$ cat src/rtl/ru_wb_arbiter.sv
// RU write-port arbiter: muxes core writeback data, shares the single write
// port with an aux valid/ready source, and bounds aux starvation.
module ru_wb_arbiter #(
  parameter int MAX_WAIT = 3,
  parameter int WAIT_W   = 2
) (
  input  logic              clk,
  input  logic              rst_n,
  input  logic              core_we,
  input  logic [4:0]        core_rd,
  input  logic [1:0]        RUDataWrSrc,
  input  logic [31:0]       ALURes,
  input  logic [31:0]       DataRd,
  input  logic [31:0]       PC_with_offset,
  input  logic              aux_valid,
  input  logic [4:0]        aux_rd,
  input  logic [31:0]       aux_data,
  output logic              aux_ready,
  output logic              core_stall,
  output logic              ru_we,
  output logic [4:0]        ru_rd,
  output logic [31:0]       ru_data,
  output logic [WAIT_W-1:0] aux_wait
);

  localparam logic [WAIT_W-1:0] MAX_WAIT_C = WAIT_W'(MAX_WAIT);
  localparam logic [WAIT_W-1:0] WAIT_ONE   = WAIT_W'(1);

  logic [31:0]       core_data_s;
  logic              aux_win_s;
  logic              core_grant_s;
  logic [4:0]        grant_rd_s;
  logic [31:0]       grant_data_s;
  logic              ru_we_d, ru_we_q;
  logic [4:0]        ru_rd_d, ru_rd_q;
  logic [31:0]       ru_data_d, ru_data_q;
  logic [WAIT_W-1:0] aux_wait_d, aux_wait_q;

  // Core writeback source select
  always_comb begin
    core_data_s = 32'h0000_0000;
    case (RUDataWrSrc)
      2'b00:   core_data_s = ALURes;
      2'b01:   core_data_s = DataRd;
      2'b10:   core_data_s = PC_with_offset;
      2'b11:   core_data_s = 32'h0000_0000;
      default: core_data_s = 32'h0000_0000;
    endcase
  end

  // Grant decision; a same-rd aux result is older and must land first
  always_comb begin
    aux_win_s = 1'b0;
    if (aux_valid) begin
      if (!core_we) begin
        aux_win_s = 1'b1;
      end else if (aux_wait_q == MAX_WAIT_C) begin
        aux_win_s = 1'b1;
      end else if ((aux_rd == core_rd) && (aux_rd != 5'd0)) begin
        aux_win_s = 1'b1;
      end else begin
        aux_win_s = 1'b0;
      end
    end else begin
      aux_win_s = 1'b0;
    end
    core_grant_s = core_we && !aux_win_s;
    aux_ready    = aux_win_s;
    core_stall   = core_we && aux_win_s;
  end

  // Next write-stage state; rd 0 grants complete the handshake but never write
  always_comb begin
    grant_rd_s   = aux_win_s ? aux_rd : core_rd;
    grant_data_s = aux_win_s ? aux_data : core_data_s;
    ru_we_d      = (aux_win_s || core_grant_s) && (grant_rd_s != 5'd0);
    if (ru_we_d) begin
      ru_rd_d   = grant_rd_s;
      ru_data_d = grant_data_s;
    end else begin
      ru_rd_d   = ru_rd_q;
      ru_data_d = ru_data_q;
    end
    if (aux_valid && !aux_win_s) begin
      if (aux_wait_q == MAX_WAIT_C) begin
        aux_wait_d = aux_wait_q;
      end else begin
        aux_wait_d = aux_wait_q + WAIT_ONE;
      end
    end else begin
      aux_wait_d = {WAIT_W{1'b0}};
    end
  end

  // Registered write port and wait counter
  always_ff @(posedge clk or negedge rst_n) begin
    if (!rst_n) begin
      ru_we_q    <= 1'b0;
      ru_rd_q    <= 5'd0;
      ru_data_q  <= 32'h0000_0000;
      aux_wait_q <= {WAIT_W{1'b0}};
    end else begin
      ru_we_q    <= ru_we_d;
      ru_rd_q    <= ru_rd_d;
      ru_data_q  <= ru_data_d;
      aux_wait_q <= aux_wait_d;
    end
  end

  assign ru_we    = ru_we_q;
  assign ru_rd    = ru_rd_q;
  assign ru_data  = ru_data_q;
  assign aux_wait = aux_wait_q;

endmodule

$ cat config.mk
export PLATFORM = sky130hd
export DESIGN_NAME = ru_wb_arbiter
export DESIGN_NICKNAME = d
export VERILOG_FILES = /design/src/rtl/ru_wb_arbiter.sv
export SDC_FILE = /design/constraint.sdc
export NUM_CORES = 1
export LEC_CHECK = 0
export ABC_AREA = 1
export BUFFER_PORTS_ARGS = -buffer_cell sky130_fd_sc_hd__buf_2
export CORE_MARGIN = 2
export CORE_UTILIZATION = 43
export DETAILED_ROUTE_END_ITERATION = 8
export GPL_ROUTABILITY_DRIVEN = 0
export GPL_TIMING_DRIVEN = 0
export PLACE_DENSITY = 0.79
export SYNTH_ARGS = -nofsm -noshare
export SYNTH_HDL_FRONTEND = slang
export SYNTH_SLANG_ARGS = --single-unit
$ cat constraint.sdc
create_clock -name clk -period 2.5 [get_ports clk]
set_clock_uncertainty 0.05 [all_clocks]
set_input_delay 0.5 -clock clk [delete_from_list [all_inputs] [get_ports clk]]
set_output_delay 0.5 -clock clk [all_outputs]
set_load 0.01 [all_outputs]
# Yosys cells after proc, flatten, opt, wreduce, memory -nomap -nowiden

Index checks and enable logic that the tools add are counted.
W data, S select, Z words.

Flip-flop bits (word level): 40
Output and inout bits: 42
Word-level logic and storage cells: 30

$add $sub $neg: 1
Eq/ne operators: 6
Multiplexer cells: 9
Reduce and logical (&&, ||, !) cells: 10

Operators with widths:

| operator              | number |
|---|---|
| $pmux W32 S4          | 1 |
| $mux W32              | 1 |
| $reduce_bool A5 Y1    | 2 |
| $eq A2 B2 Y1 const B  | 3 |
| $eq A5 B5 Y1          | 1 |
| $logic_and A1 B1 Y1   | 5 |
| $mux W5               | 1 |
| $mux W1               | 4 |
| $mux W2               | 2 |
| $add A2 B1 Y2 const B | 1 |
| $eq A2 B1 Y1 const B  | 1 |
| $logic_not A2 Y1      | 1 |
| $ne A2 B2 Y1 const B  | 1 |
| $logic_not A1 Y1      | 1 |
| $logic_or A1 B1 Y1    | 1 |

# Depth between registers and ports, before layout

Gate-level depths: netlist of the first run.

Depth after elaboration: 10
Gate-level depth with buffers: 16
Depth with buffers taken out: 14

# Worst setup path after synthesis of the first run

No wires, ideal clock.

Path kind: reg-to-reg
Start: register aux_wait_q[0] (netlist: aux_wait[0])
End: register ru_data_q[9] (netlist: ru_data[9])
Arrival: 1.763 ns
Path slack: 0.570 ns
Stages on the path, launching flop included: 14
Cells stage by stage: dfrtp_1 > ha_1 > nor2_1 > nand2_4 > nand2_4 > buf_6 > nand2_1 > nand2_2 > inv_1 > nor2_2 > nand2_4 > buf_4 > nand3_1 > nand2_1

Longest elaborated chain between the ends: 8
Elaborated cells on any way between the ends: 11
Those cells by class: eq/ne: 1; mux: 5; reduce/logical: 5

RTL lines:

| what                                                            | RTL line | RTL |
|---|---|---|
| start, declared                                                 | 37       | `logic [WAIT_W-1:0] aux_wait_d, aux_wait_q;` |
| start signal, assigned                                          | 101      | `aux_wait_q <= {WAIT_W{1'b0}};` |
| start signal, assigned                                          | 106      | `aux_wait_q <= aux_wait_d;` |
| $eq A2 B2 Y1 *                                                  | 57       | `end else if (aux_wait_q == MAX_WAIT_C) begin` |
| $mux W1 *                                                       | 57       |  |
| $mux W1 *                                                       | 55       | `if (!core_we) begin` |
| $mux W1 *                                                       | 54       | `if (aux_valid) begin` |
| parallel branches: the longest is 4 deep, another holds $mux W5 | -        |  |
| end signal, assigned                                            | 105      | `ru_data_q <= ru_data_d;` |
| end, declared                                                   | 36       | `logic [31:0] ru_data_d, ru_data_q;` |

Mark *: on every way between the ends.
A chain may end at the register's enable or synchronous reset.

# Worst setup path after layout of the first run

Start: input port aux_rd[1]
End: output port aux_ready

Longest elaborated chain between the ends: 6
Elaborated cells on any way between the ends: 7
Those cells by class: eq/ne: 1; mux: 4; reduce/logical: 2

RTL lines:

| what                                                      | RTL line | RTL |
|---|---|---|
| start, declared                                           | 16       | `input logic [4:0] aux_rd,` |
| $eq A5 B5 Y1 / $reduce_bool A5 Y1 (equally long branches) | 59       | `end else if ((aux_rd == core_rd) && (aux_rd != 5'd0)) begin` |
| $logic_and A1 B1 Y1 *                                     | 59       |  |
| $mux W1 *                                                 | 59       |  |
| $mux W1 *                                                 | 57       |  |
| $mux W1 *                                                 | 55       |  |
| $mux W1 *                                                 | 54       |  |
| end, declared                                             | 18       | `output logic aux_ready,` |

Every way passes the cells marked *; elsewhere a longest branch is shown, timed or not.

==> summary.txt, run 1 <==
Timing
  – RSZ-0062 raised after global routing: no
  – Headroom to the max-slew limit: 43.5%
  – Max Slew Vio Count: 0
  – Worst-Margin Slew: 0.848 ns
  – Post-route minimum period: 2.26 ns
  – Final hold vios: 0
  – FMAX: 443 MHz
  – TNS Setup: 0 ns
  – PnR worst setup slack: 0.241 ns
  – Hold slack: 0.256 ns
  – Setup violations, final: 0
  – Fin crit share: 90.4%

Clock network
  – Setup Fix Bufs, Post-CTS: 0
  – Cts-stage hold buffer count: 0
  – Clock Path Buffers: 2
  – PostCTS Resize Cnt: 0
  – # clock sinks: 40
  – Reg clk slew, reported paths: 0.08 ns
  – CTS Root Cell: clkbuf_8
  – CTS tree: built
  – Total CTS buffers: 5
  – Worst skew pair latency: 0.29 ns
  – H-Tree Depth: 2

Drt
  – Routed WL: 9.46 mm
  – Via/cell ratio: 4.92
  – DR iter-0 viols: 165
  – Routed via count: 3,570
  – Routed WL per cell: 13.0 um
  – DRT Pass-1 Iters: 4
  – Antenna Violating Nets Remaining: 0
  – Drt drc: 0

Critical path
  – Crit Path Category: input port to output port
  – Critical Path Source Type: input port
  – Worst Setup End Kind: output port
  – R2r startpoint: aux_wait[0]
  – Critical path required time: 1.95 ns
  – RR Endpoint: ru_data[25]
  – R2r worst-path depth: 13
  – Worst EP arrival: 1.71 ns
  – Internal reg-to-reg setup slack: 0.44 ns
  – Crit path max fanout: 15

Yosys
  – Post-synthesis simple-gate area fraction: 36.5%
  – Mapped Cells: 455
  – Cell taking the most area after synthesis: dfrtp_1
  – Warnings, synthesis: 0
  – Synth Cell Area: 0.00296 sq mm
  – Post-synthesis adder-cell area fraction: 0.423%
  – Post-synthesis mux area share: 0%
  – Syn Area/Cell: 6.50 sq um
  – Main combinational cell family by area after synthesis: simple AND/OR/NAND/NOR gates
  – Seq/Total Area, Yosys: 33.9%
  – #FFs+latches synth: 40
  – Post-synth cell types: 23
  – Post-synthesis compound-gate area fraction: 16.1%
  – Post-synth top area share: 33.9%
  – Syn_nets: 600
  – Post-Synth XOR/XNOR Area: 0%
  – Top cells by area, synth: dfrtp_1, nand2_1, nand3_1

Global route
  – Gr busiest metal: met2
  – Largest net degree at the start of global routing: 41
  – Met1 track demand over resource: 33.5%
  – GR met2 Demand/Resource: 40.2%
  – Initial antenna violation count: 0
  – Vias in the first global route: 3,167
  – First-pass GRT wire length: 14.6 mm
  – GR Layer Usage met3: 3.03%
  – Overflow after GRT: 0
  – Tot GR Track Use: 24.5%

Final layout
  – Antenna Cells: 0
  – Fillers: 629
  – Layout Nets: 790
  – Layout Area Growth over Synthesis: 38.1%
  – Share of cells above drive strength 1: 37.3%

Place
  – Post-Place Setup Slack: 0.159 ns
  – Hpwl dp: 8.10 mm
  – IO Port Bufs: 184

Floorplan
  – Starting Density: 44.0%
  – # IOs: 186
  – Core area: 0.00672 sq mm
  – Die height: 86.9 um
  – Die Width: 86.9 um
  – Row Count: 30
  – Die ar.: 0.00755 sq mm

Pwr
  – Total Power: 1.91 mW
  – Max IR drop VDD: 0.203 mV
  – Static Leak: 2.40 nW
  – Cell Pwr Density: 467 mW/mm^2

Run
  – MaxCap Viol Count: 0

Outcome
  – Outcome: complete, no violations

Min path
  – Hold Crit Class: input port to async pin
==> routing by layer <==
metal / vias up / wire length (um)
met4: 0 / 165
met3: 18 / 560
met5: - / 0
met2: 141 / 4440
met1: 1574 / 4290
li1: 1837 / -
==> synthesized netlist by cell type (all sizes together) <==
library cell,n
ha,1
or2,2
buf,12
clkbuf,17
nand2,141
clkinv,1
o21ai,65
nor2,17
dfrtp,40
o21bai,1
a21oi,27
inv,56
nand3,75
==> how the worst max path moves through the flow <==
stage          cells after the start          to  slack (ns)        start
2_1_floorplan                     13  ru_data[9]        0.57  aux_wait[0]
3_3_place_gp                      12   aux_ready        0.22    aux_rd[2]
3_5_place_dp                      12   aux_ready        0.16    aux_rd[1]
4_1_cts                            8   aux_ready        0.09  aux_wait[0]
5_1_grt                           11   aux_ready        0.09    aux_rd[1]
6_report                          11   aux_ready        0.24    aux_rd[1]
==> layout make-up <==
cell class | instances | area, sq um | share of cell area (%)
Multi-Input combinational cell | 329 | 1570 | 38.4
Sequential cell | 40 | 1000 | 24.5
Buffer | 28 | 169 | 4.14
Clock buffer | 6 | 72.6 | 1.78
Timing Repair Buffer | 184 | 921 | 22.6
Inverter | 57 | 214 | 5.24
Tap cell | 80 | 100 | 2.45
Clock inverter | 2 | 35.0 | 0.858
==> report_power, final <==
part	total, mW	switching (mW)	leakage, nW	internal (mW)
Sequential	0.777	0.0498	0.499	0.728
Clock	0.515	0.219	0.0552	0.296
Combinational	0.614	0.349	1.84	0.265
Total	1.91	0.617	2.40	1.29
==> through the flow <==
step	util, %	area (sq um)	cells
after global placement	59.2	3980	719
after global routing	60.7	4080	726
after CTS	60.8	4080	727
after floorplan	-	2960	455
after detailed placement	59.2	3980	719
final	60.7	4080	726
==> critical path: stages <==
cell	delay (ns)
buf_2	0.10
inv_1	0.05
nand2_1	0.05
nand2_1	0.05
nor2_1	0.14
nand3_2	0.14
nand2_4	0.11
nand2_4	0.07
buf_6	0.14
inv_2	0.17
buf_2	0.17
==> registers in the layout, indices dropped and copies added (netlist names) <==
name / cells
aux_wait: 2
ru_data: 32
ru_we: 1
ru_rd: 5
==> kinds of logic after synthesis <==
family                   Yosys count
buffers and inverters             86
AND/OR/NAND/NOR                  235
AO/OA/AOI/OAI                     93
flip-flops                        40
adder cells (fa/ha/maj)            1
==> cell usage in the layout, fill, tap and decap left out, types with 5 or more instances in the layout <==
master    synthesis  layout
a21oi_1          27      27
buf_2             5     188
clkbuf_1         17      18
clkbuf_8          0       5
dfrtp_1          40      40
inv_1            53      53
nand2_1         114     114
nand2_2          24      24
nand3_1          73      73
nor2_1           15      14
o21ai_0          63      63
Power figures use the tool's default switching activity.
==> inputs of run 2 (changes only) <==
--- a/config.mk
+++ b/config.mk
@@ -8,11 +8,11 @@
 export ABC_AREA = 1
 export BUFFER_PORTS_ARGS = -buffer_cell sky130_fd_sc_hd__buf_2
 export CORE_MARGIN = 2
-export CORE_UTILIZATION = 43
+export CORE_UTILIZATION = 38
 export DETAILED_ROUTE_END_ITERATION = 8
 export GPL_ROUTABILITY_DRIVEN = 0
 export GPL_TIMING_DRIVEN = 0
-export PLACE_DENSITY = 0.79
+export PLACE_DENSITY = 0.71
 export SYNTH_ARGS = -nofsm -noshare
 export SYNTH_HDL_FRONTEND = slang
 export SYNTH_SLANG_ARGS = --single-unit
==> summary.txt, run 2 (synthesized netlist as in run 1, its figures left out) <==
Clock network
  – Total CTS buffers: 5 (unchanged)
  – Worst skew pair latency: 0.28 ns (was 0.29 ns)
  – Setup Fix Bufs, Post-CTS: 0 (unchanged)
  – CTS tree: built (unchanged)
  – Clock Path Buffers: 2 (unchanged)
  – CTS Root Cell: clkbuf_8 (unchanged)
  – PostCTS Resize Cnt: 0 (unchanged)
  – Cts-stage hold buffer count: 0 (unchanged)
  – H-Tree Depth: 2 (unchanged)
  – Reg clk slew, reported paths: 0.07 ns (was 0.08 ns)
  – # clock sinks: 40 (unchanged)

Place
  – IO Port Bufs: 184 (unchanged)
  – Hpwl dp: 8.33 mm (was 8.10 mm)
  – Area after DPL: 0.00400 sq mm (was 0.00398 sq mm)

Timing
  – Setup violations, final: 0 (unchanged)
  – Final hold vios: 0 (unchanged)
  – RSZ-0062 raised after global routing: no (unchanged)
  – Worst-Margin Slew: 0.847 ns (was 0.848 ns)
  – TNS Setup: 0 ns (unchanged)
  – Post-route minimum period: 2.34 ns (was 2.26 ns)
  – FMAX: 428 MHz (was 443 MHz)
  – Headroom to the max-slew limit: 43.5% (about the same)
  – Max Slew Vio Count: 0 (unchanged)
  – Fin crit share: 93.4% (was 90.4%)

Critical path
  – CP max stage cell: dfrtp_1 (was inv_2)
  – Worst EP arrival: 1.79 ns (was 1.71 ns)
  – Delay-heaviest family, CP: buffers and inverters (unchanged)
  – Number of buffers and inverters on the critical path: 4 (was 5)
  – Critical path required time: 1.95 ns (about the same)
  – Critical Path Source Type: flip-flop (was input port)
  – Crit path max fanout: 10 (was 15)
  – Internal reg-to-reg setup slack: 0.46 ns (was 0.44 ns)
  – Largest incremental delay on the critical path: 0.40 ns (was 0.17 ns)
  – Crit Path Category: flip-flop to output port (was input port to output port)
  – CP Cell Sequence: ha_1, nor2_2, nand2_4, nand2_4, buf_6, inv_2, buf_2, buf_2 (was buf_2, inv_1, nand2_1, nand2_1, nor2_1, nand3_2, nand2_4, nand2_4, buf_6, inv_2, buf_2)
  – Worst Setup End Kind: output port (unchanged)

Final layout
  – Fillers: 784 (was 629)
  – Commonest non-fill, non-tap cell in the layout: buf_2 (unchanged)
  – Antenna Cells: 0 (unchanged)
  – Commonest non-fill, non-tap cells in the layout: buf_2, nand2_1, nand3_1, o21ai_0, inv_1 (unchanged)
  – Final Cell Area: 0.00408 sq mm (about the same)
  – Largest register FFs: 32 (unchanged)
  – Layout Area Growth over Synthesis: 38.2% (was 38.1%)
  – Share of cells above drive strength 1: 37.3% (unchanged)
  – Layout Nets: 791 (was 790)

Drt
  – Via/cell ratio: 4.73 (was 4.92)
  – DR iter-0 viols: 263 (was 165)
  – Drt drc: 0 (unchanged)
  – Routed WL per cell: 13.0 um (about the same)
  – Antenna Violating Nets Remaining: 0 (unchanged)
  – Routed via count: 3,540 (was 3,570)
  – Routed WL: 9.69 mm (was 9.46 mm)
  – DRT Pass-1 Iters: 4 (unchanged)

Global route
  – Vias in the first global route: 3,186 (was 3,167)
  – Overflow after GRT: 0 (unchanged)
  – Tot GR Track Use: 22.7% (was 24.5%)
  – Initial antenna violation count: 0 (unchanged)
  – First-pass GRT wire length: 15.3 mm (was 14.6 mm)
  – Largest net degree at the start of global routing: 41 (unchanged)

Floorplan
  – Starting Density: 38.6% (was 44.0%)
  – Die height: 92.2 um (was 86.9 um)
  – Core area: 0.00765 sq mm (was 0.00672 sq mm)
  – Die Width: 92.2 um (was 86.9 um)
  – Row Count: 32 (was 30)
  – # IOs: 186 (unchanged)
  – Die ar.: 0.00850 sq mm (was 0.00755 sq mm)

Outcome
  – Outcome: complete, no violations (unchanged)

Min path
  – Hold Crit Class: input port to async pin (unchanged)

Pwr
  – Static Leak: 2.39 nW (was 2.40 nW)
  – Max IR drop VDD: 0.216 mV (was 0.203 mV)
  – Cell Pwr Density: 436 mW/mm^2 (was 467 mW/mm^2)

Run
  – MaxCap Viol Count: 0 (unchanged)
## run 2: metrics by stage
stage	hold slack, ns	power, mW	setup slack (ns)	instances	utilization [%]
2_1_floorplan	0.154	1.11	0.570	455	-
3_3_place_gp	0.392	1.40	0.153	741	52.4
3_5_place_dp	0.400	1.41	0.138	741	52.4
4_1_cts	0.298	1.80	0.0996	748	53.4
5_1_grt	0.334	1.90	0.00783	748	53.4
6_report	0.268	1.78	0.164	748	53.4
## run 2: worst register-to-register path, cell delays in order, from the launching register on
cell and delay (ns):
dfrtp_1 0.40, ha_1 0.22, nor2_2 0.18, nand2_4 0.09
nand2_4 0.08, buf_6 0.14, nand2_1 0.07, nand2_2 0.08
nand2_1 0.07, nor2_2 0.12, nand2_4 0.09, buf_4 0.18
nand3_1 0.10, nand2_1 0.06
## run 2: power by group
group / internal (mW) / total, mW / switching, mW / leakage, nW
logic: 0.265 / 0.617 / 0.352 / 1.85
clock network: 0.189 / 0.388 / 0.198 / 0.0410
registers: 0.728 / 0.777 / 0.0494 / 0.499
total: 1.18 / 1.78 / 0.599 / 2.39
## run 2: area by class of cell
type                       instances  area [sq um]  area share (%)
timing repair buffer             184           921            22.5
tap                              102           128            3.12
buffer                            29           174            4.26
clock buffer                       6          72.6            1.78
inverter                          57           214            5.24
sequential                        40          1000            24.5
multi-input combinational        329          1570            38.4
clock inverter                     1          5.00           0.123
## run 2: metal layers
layer  track usage (%)  vias up  wire length, um
met3              3.04       19              537
li1                  -     1834                -
met2              35.5      133             4420
met1              32.1     1554             4480
met5                 0        -                0
met4              8.58        0              248
## run 2: worst paths after layout
path,end,from,depth (start not counted)
hold reg to reg,aux_wait[0],aux_wait[0],1
min in group clk,aux_wait[0],aux_wait[0],1
setup reg to reg,ru_data[29],aux_wait[0],13
setup / recovery,aux_ready,aux_wait[0],8
hold / removal,ru_rd[3],rst_n,1
max in group asynchronous,ru_data[20],rst_n,1
